`src/rtl/sys_bus_bridge.sv`:
```
// sys_bus_bridge: single-beat core-to-IO bridge.
// Decodes a device from the upper address bits, strobes it, and waits for ack or timeout.
module sys_bus_bridge #(
  parameter int DATA_W   = 32,
  parameter int ADDR_W   = 16,
  parameter int LOCAL_AW = 12,
  parameter int IO_NUM   = 4,
  parameter int TIMEOUT  = 15
) (
  input  logic                     clk,
  input  logic                     rst,
  input  logic                     req_valid,
  input  logic                     req_write,
  input  logic [ADDR_W-1:0]        req_addr,
  input  logic [DATA_W-1:0]        req_wdata,
  output logic                     req_ready,
  output logic                     rsp_valid,
  output logic [DATA_W-1:0]        rsp_rdata,
  output logic                     rsp_err,
  output logic                     busy,
  output logic [LOCAL_AW-1:0]      io_addr,
  output logic [DATA_W-1:0]        io_wdata,
  output logic [IO_NUM-1:0]        io_rd_en,
  output logic [IO_NUM-1:0]        io_wr_en,
  input  logic [IO_NUM*DATA_W-1:0] io_rdata,
  input  logic [IO_NUM-1:0]        io_ack
);

  localparam int IW = ADDR_W - LOCAL_AW;
  localparam int CW = $clog2(TIMEOUT + 1);

  typedef enum logic [3:0] {
    S_IDLE   = 4'b0001,
    S_ADDR   = 4'b0010,
    S_ACCESS = 4'b0100,
    S_DONE   = 4'b1000
  } state_t;

  state_t              r_state;
  logic [IW-1:0]       r_idx;
  logic                r_write;
  logic [CW-1:0]       r_cnt;
  logic                r_req_ready;
  logic                r_busy;
  logic                r_rsp_valid;
  logic                r_rsp_err;
  logic [DATA_W-1:0]   r_rsp_rdata;
  logic [LOCAL_AW-1:0] r_io_addr;
  logic [DATA_W-1:0]   r_io_wdata;
  logic [IO_NUM-1:0]   r_io_rd_en;
  logic [IO_NUM-1:0]   r_io_wr_en;

  logic [IO_NUM-1:0]   w_dec;
  logic [IO_NUM-1:0]   w_stb;
  logic                w_ack;
  logic [DATA_W-1:0]   w_rdata;
  logic [CW-1:0]       w_cnt_nxt;
  logic                w_tmo;

  // The live strobe mask doubles as the device select during ACCESS.
  always_comb begin
    w_dec   = '0;
    w_rdata = '0;
    w_stb   = r_io_rd_en | r_io_wr_en;
    w_ack   = |(io_ack & w_stb);
    for (int k = 0; k < IO_NUM; k++) begin
      w_dec[k] = (32'(r_idx) == k);
      if (w_stb[k])
        w_rdata = io_rdata[k*DATA_W +: DATA_W];
    end
    w_cnt_nxt = r_cnt + CW'(1);
    w_tmo     = (w_cnt_nxt == CW'(TIMEOUT));
  end

  always_ff @(posedge clk) begin
    if (rst) begin
      r_state     <= S_IDLE;
      r_idx       <= '0;
      r_write     <= 1'b0;
      r_cnt       <= '0;
      r_req_ready <= 1'b1;
      r_busy      <= 1'b0;
      r_rsp_valid <= 1'b0;
      r_rsp_err   <= 1'b0;
      r_rsp_rdata <= '0;
      r_io_addr   <= '0;
      r_io_wdata  <= '0;
      r_io_rd_en  <= '0;
      r_io_wr_en  <= '0;
    end else begin
      case (r_state)
        S_IDLE: begin
          if (req_valid) begin
            r_idx       <= req_addr[ADDR_W-1:LOCAL_AW];
            r_write     <= req_write;
            r_io_addr   <= req_addr[LOCAL_AW-1:0];
            r_io_wdata  <= req_wdata;
            r_req_ready <= 1'b0;
            r_busy      <= 1'b1;
            r_state     <= S_ADDR;
          end
        end
        S_ADDR: begin
          r_cnt <= '0;
          if (|w_dec) begin
            r_io_rd_en <= r_write ? '0 : w_dec;
            r_io_wr_en <= r_write ? w_dec : '0;
            r_state    <= S_ACCESS;
          end else begin
            r_rsp_valid <= 1'b1;
            r_rsp_err   <= 1'b1;
            r_rsp_rdata <= '0;
            r_state     <= S_DONE;
          end
        end
        S_ACCESS: begin
          if (w_ack) begin
            r_io_rd_en  <= '0;
            r_io_wr_en  <= '0;
            r_rsp_rdata <= r_write ? '0 : w_rdata;
            r_rsp_err   <= 1'b0;
            r_rsp_valid <= 1'b1;
            r_state     <= S_DONE;
          end else if (w_tmo) begin
            r_io_rd_en  <= '0;
            r_io_wr_en  <= '0;
            r_rsp_rdata <= '0;
            r_rsp_err   <= 1'b1;
            r_rsp_valid <= 1'b1;
            r_state     <= S_DONE;
          end else begin
            r_cnt <= w_cnt_nxt;
          end
        end
        S_DONE: begin
          r_rsp_valid <= 1'b0;
          r_rsp_err   <= 1'b0;
          r_cnt       <= '0;
          r_req_ready <= 1'b1;
          r_busy      <= 1'b0;
          r_state     <= S_IDLE;
        end
        default: r_state <= S_IDLE;
      endcase
    end
  end

  assign req_ready = r_req_ready;
  assign busy      = r_busy;
  assign rsp_valid = r_rsp_valid;
  assign rsp_err   = r_rsp_err;
  assign rsp_rdata = r_rsp_rdata;
  assign io_addr   = r_io_addr;
  assign io_wdata  = r_io_wdata;
  assign io_rd_en  = r_io_rd_en;
  assign io_wr_en  = r_io_wr_en;

endmodule

```
`config.mk`:
```
export PLATFORM = sky130hd
export DESIGN_NAME = sys_bus_bridge
export DESIGN_NICKNAME = d
export VERILOG_FILES = /design/src/rtl/sys_bus_bridge.sv
export SDC_FILE = /design/constraint.sdc
export NUM_CORES = 1
export LEC_CHECK = 0
export CAP_MARGIN = 15
export CORE_MARGIN = 2
export CORE_UTILIZATION = 30
export DETAILED_ROUTE_END_ITERATION = 6
export MAX_ROUTING_LAYER = met4
export PLACE_DENSITY = 0.76
export SLEW_MARGIN = 20
export SYNTH_ARGS = -nofsm -noshare
export SYNTH_HDL_FRONTEND = slang
export SYNTH_SLANG_ARGS = --single-unit
```
`constraint.sdc`:
```
create_clock -name clk -period 5 [get_ports clk]
set_clock_uncertainty 0.2 [all_clocks]
set_input_delay 1 -clock clk [delete_from_list [all_inputs] [get_ports clk]]
set_output_delay 1 -clock clk [all_outputs]
set_load 0.03 [all_outputs]
```
==> report_table.html <==
<table>
<tr><th>Metric</th><th>Value</th></tr>
<tr><th colspan="2">Cells and area</th></tr>
<tr><td>Highest-count cells in the layout ignoring fill and taps</td><td>270 x sky130_fd_sc_hd__clkdlybuf4s50_1, 111 x sky130_fd_sc_hd__nand2_1, 101 x sky130_fd_sc_hd__dfxtp_1, 53 x sky130_fd_sc_hd__a21oi_1, 32 x sky130_fd_sc_hd__a221oi_1</td></tr>
<tr><td>Most common cell after layout, fill and taps aside</td><td>sky130_fd_sc_hd__clkdlybuf4s50_1</td></tr>
<tr><td>Fillcell total</td><td>1375</td></tr>
<tr><td>Number of non-filler instances in the completed layout</td><td>960</td></tr>
<tr><td>Proportion of layout cells with a drive suffix above 1</td><td>0.0465</td></tr>
<tr><td>Final core area utilization</td><td>0.519</td></tr>
<tr><td>Synth-to-Final Area Change</td><td>70.0%</td></tr>
<tr><td>Layout Nets</td><td>956</td></tr>
<tr><th colspan="2">Drt</th></tr>
<tr><td>Routed len/inst</td><td>17.0 um</td></tr>
<tr><td>TritonRoute pass-1 iters</td><td>5</td></tr>
<tr><td>Number of design rule violations left after detail routing</td><td>0</td></tr>
<tr><td>Number of DRC violations after detailed-routing iteration 0</td><td>227</td></tr>
<tr><td>Number of vias per cell after detailed routing</td><td>5.06</td></tr>
<tr><td>Remaining antenna violation count</td><td>0</td></tr>
<tr><td>Total number of vias</td><td>4862</td></tr>
<tr><td>Final Routed Wirelength</td><td>16.3 mm</td></tr>
<tr><th colspan="2">Outcome</th></tr>
<tr><td>Result of the run</td><td>finished clean</td></tr>
<tr><th colspan="2">Logic synthesis</th></tr>
<tr><td>Syn Inst Count</td><td>525</td></tr>
<tr><td>Cell types occupying the most area after synthesis</td><td>sky130_fd_sc_hd__dfxtp_1 46%, sky130_fd_sc_hd__nand2_1 9.5%, sky130_fd_sc_hd__a221oi_1 6.3%</td></tr>
<tr><td>Number of flops mapped to enable cells by yosys</td><td>0</td></tr>
<tr><td>Most used flip-flop cell after synthesis</td><td>sky130_fd_sc_hd__dfxtp_1</td></tr>
<tr><td>Mean instance size in the synthesized netlist</td><td>8.42 um^2</td></tr>
<tr><td>Fraction of synthesized cell area taken by the top area cell type</td><td>0.457</td></tr>
<tr><td>Synth warn</td><td>0</td></tr>
<tr><td>Post-synthesis sequential area ratio</td><td>0.457</td></tr>
<tr><td>Post-synthesis instance area</td><td>4420 um^2</td></tr>
<tr><td>Area leader, netlist</td><td>sky130_fd_sc_hd__dfxtp_1</td></tr>
<tr><td>Cell variety after synth</td><td>41</td></tr>
<tr><td>Async SR Flop Fraction</td><td>0</td></tr>
<tr><td>Register bit count reported by yosys</td><td>101</td></tr>
<tr><td>Synthesized net count</td><td>711</td></tr>
<tr><th colspan="2">Critical path</th></tr>
<tr><td>Worst setup path end</td><td>rsp_rdata[13]$_SDFFE_PP0P_</td></tr>
<tr><td>Type of the setup path with the least slack</td><td>in -&gt; reg</td></tr>
<tr><td>Maximum fanout count along the critical path</td><td>32</td></tr>
<tr><td>Critical path arrival</td><td>3.29 ns</td></tr>
<tr><td>Startpoint kind of the worst setup timing path</td><td>primary input</td></tr>
<tr><td>Minimum setup slack among reg-to-reg paths</td><td>2.06 ns</td></tr>
<tr><td>Element type at the critical path end</td><td>flip-flop</td></tr>
<tr><td>Maximum single-stage delay on the critical path</td><td>0.73 ns</td></tr>
<tr><td>CP max stage cell</td><td>sky130_fd_sc_hd__a21oi_4</td></tr>
<tr><td>Worst reg2reg endpoint</td><td>rsp_rdata[10]$_SDFFE_PP0P_</td></tr>
<tr><td>Critical path data required time</td><td>5.08 ns</td></tr>
<tr><td>Launching instance or port of the critical path</td><td>io_ack[1]</td></tr>
<tr><td>FF-to-FF path depth</td><td>5</td></tr>
<tr><td>CP cell instances</td><td>clkdlybuf4s50_1 &gt; o21ai_0 &gt; nand4_1 &gt; a311o_2 &gt; a21oi_4 &gt; a21o_1</td></tr>
<tr><td>Reg2reg start</td><td>io_wr_en[3]$_SDFFE_PP0P_</td></tr>
<tr><th colspan="2">Clock tree</th></tr>
<tr><td>Cell at the root of the clock tree</td><td>sky130_fd_sc_hd__clkbuf_16</td></tr>
<tr><td>Number of clock sinks</td><td>101</td></tr>
<tr><td>Post-CTS resize count</td><td>0</td></tr>
<tr><td>CTS tree</td><td>yes</td></tr>
<tr><td>Insertion delay of the later-clocked pin in the worst-skew pair</td><td>0.34 ns</td></tr>
<tr><td>Setup fix buffers added after clock tree synthesis</td><td>0</td></tr>
<tr><td>Count of H-tree levels built during CTS</td><td>3</td></tr>
<tr><td>Cts hold-fix bufs</td><td>0</td></tr>
<tr><td>Number of buffers created by CTS</td><td>9</td></tr>
<tr><td>Maximum count of clock buffers along a single path</td><td>2</td></tr>
<tr><td>Clock-pin slew reported for the worst setup and hold paths after clock tree synthesis</td><td>0.07 ns</td></tr>
<tr><th colspan="2">Floorplan</th></tr>
<tr><td>Height of the die</td><td>125 um</td></tr>
<tr><td>Number of primary I/O pins</td><td>272</td></tr>
<tr><td>FP Rows</td><td>44</td></tr>
<tr><td>Overall die area</td><td>15700 um^2</td></tr>
<tr><td>Starting density of the core</td><td>0.305</td></tr>
<tr><td>Core ar.</td><td>14500 um^2</td></tr>
<tr><td>X dimension of the die</td><td>125 um</td></tr>
<tr><th colspan="2">STA</th></tr>
<tr><td>FMAX</td><td>312 MHz</td></tr>
<tr><td>Headroom to the max-slew limit</td><td>0.331</td></tr>
<tr><td>Setup repair after global routing missed its margin</td><td>false</td></tr>
<tr><td>Max-slew violation count</td><td>0</td></tr>
<tr><td>Aggregate negative setup slack</td><td>0 ns</td></tr>
<tr><td>Post-route minimum period</td><td>3.20 ns</td></tr>
<tr><td>Fraction of the cycle the final worst path needs</td><td>0.640</td></tr>
<tr><td>Hold violation total from the final report</td><td>0</td></tr>
<tr><td>Setup-failing EPs final</td><td>0</td></tr>
<tr><td>Transition time of the tightest slew-check pin</td><td>1.00 ns</td></tr>
<tr><th colspan="2">Global route</th></tr>
<tr><td>Pin count of the biggest net entering global routing</td><td>72</td></tr>
<tr><td>GRT busiest layer</td><td>met2</td></tr>
<tr><td>Global-route wire length before repair</td><td>25.3 mm</td></tr>
<tr><td>Global-route met2 utilization</td><td>0.345</td></tr>
<tr><td>Overall Global Routing Usage</td><td>0.208</td></tr>
<tr><td>M1 GR Usage</td><td>0.245</td></tr>
<tr><td>Vias in the first global route</td><td>4710</td></tr>
<tr><td>Met3 usage in global routing</td><td>0.0556</td></tr>
<tr><td>Antenna violations before repair</td><td>1</td></tr>
<tr><td>Global route total overflow</td><td>0</td></tr>
<tr><th colspan="2">Job</th></tr>
<tr><td>Number of max-cap violations</td><td>0</td></tr>
<tr><th colspan="2">Power and ir drop</th></tr>
<tr><td>Max IR drop VDD</td><td>0.161 mV</td></tr>
<tr><td>Power density over cell area</td><td>253 nW/um^2</td></tr>
<tr><td>Static Leakage</td><td>0.00280 uW</td></tr>
<tr><th colspan="2">Min path</th></tr>
<tr><td>Kind of path behind the tightest hold check</td><td>reg -&gt; reg</td></tr>
<tr><th colspan="2">Place</th></tr>
<tr><td># port buffers</td><td>271</td></tr>
<tr><td>Number of cells after detailed placement</td><td>943</td></tr>
<tr><td>Final HPWL from detailed placement</td><td>11.9 mm</td></tr>
<tr><td>RD Place Congestion</td><td>0.869</td></tr>
</table>
## cell families (layout without fill, tap and decap cells)
| family | count (synthesis) | count (layout) | share of synthesized area |
|---|---|---|---|
| AO/OA/AOI/OAI | 174 | 174 | 0.270 |
| AND/OR/NAND/NOR | 195 | 195 | 0.203 |
| multiplexers | 8 | 8 | 0.0181 |
| flip-flops | 101 | 101 | 0.457 |
| XOR/XNOR | 1 | 1 | 0.00198 |
| buffers and inverters | 44 | 294 | 0.0441 |
| adder cells (fa/ha/maj) | 2 | 2 | 0.00566 |
| other | 0 | 1 | 0 |
## sequential cells by signal, indices dropped and copies added, names as in the netlist
name / flops
busy: 1
io_addr: 12
io_rd_en: 4
io_wdata: 32
io_wr_en: 4
r_cnt: 4
r_idx: 4
r_state: 4
r_write: 1
req_ready: 1
rsp_err: 1
rsp_rdata: 32
rsp_valid: 1
## stage by stage
stage          cell area [um^2]  power [uW]  hold slack, ns  worst slack [ns]
2_1_floorplan              4420        1010           0.246              2.63
3_3_place_gp               7220        1230           0.234              1.42
3_5_place_dp               7220        1230           0.240              1.43
4_1_cts                    7510        1930           0.253              1.79
5_1_grt                    7520        2000           0.265              1.66
6_report                   7520        1900           0.247              1.80
## layout make-up
cell class	count	area (um^2)	area share
repair buffers	276	2750	0.365
multi-input cells	380	2220	0.295
clock buffers	9	225	0.0300
well taps	184	230	0.0306
diodes	1	2.50	0.000333
clock inverters	7	66.3	0.00882
flip-flops and latches	101	2020	0.269
inverters	2	7.51	0.000999
## worst max-delay path, delay by kind of cell
kind | cells | cell delay, ns
simple gates | 1 | 0.29
buf+inv | 1 | 0.40
compound gates | 4 | 1.58
## Yosys cell counts, types with 8 or more instances
master and number:
sky130_fd_sc_hd__a21oi_1 53, sky130_fd_sc_hd__a221oi_1 32, sky130_fd_sc_hd__clkbuf_1 35, sky130_fd_sc_hd__dfxtp_1 101, sky130_fd_sc_hd__a21o_1 28, sky130_fd_sc_hd__nor2_1 14
sky130_fd_sc_hd__nand2b_1 13, sky130_fd_sc_hd__nand2_1 112, sky130_fd_sc_hd__mux2i_1 8, sky130_fd_sc_hd__o22ai_1 27, sky130_fd_sc_hd__o21ai_0 11, sky130_fd_sc_hd__nor3_1 28
sky130_fd_sc_hd__nand3_1 9
## worst min-delay path by stage
stage / startpoint / endpoint / slack [ns] / depth (start not counted)
after detailed placement: rsp_rdata[19]$_SDFFE_PP0P_ / rsp_rdata[19]$_SDFFE_PP0P_ / 0.24 / 1
final: req_ready$_SDFFE_PP1P_ / req_ready$_SDFFE_PP1P_ / 0.25 / 2
after global placement: rsp_rdata[28]$_SDFFE_PP0P_ / rsp_rdata[28]$_SDFFE_PP0P_ / 0.23 / 1
after global routing: rsp_rdata[28]$_SDFFE_PP0P_ / rsp_rdata[28]$_SDFFE_PP0P_ / 0.26 / 1
after CTS: req_ready$_SDFFE_PP1P_ / req_ready$_SDFFE_PP1P_ / 0.25 / 2
after floorplan: r_idx[2]$_SDFFE_PP0P_ / r_idx[2]$_SDFFE_PP0P_ / 0.25 / 2
## per-layer routing
layer | up-vias | wire length [um]
met5 | - | 0
met4 | 0 | 394
met3 | 26 | 1370
met2 | 219 | 7810
met1 | 2225 | 6760
li1 | 2392 | -
## where the power goes
group | internal, uW | leakage [uW] | total, uW | switching, uW
Clock | 386 | 0.000145 | 694 | 308
Sequential | 835 | 0.000822 | 854 | 18.8
Combinational | 199 | 0.00183 | 356 | 157
Total | 1420 | 0.00280 | 1900 | 484
Note: power is estimated with default switching activity, not from simulation.
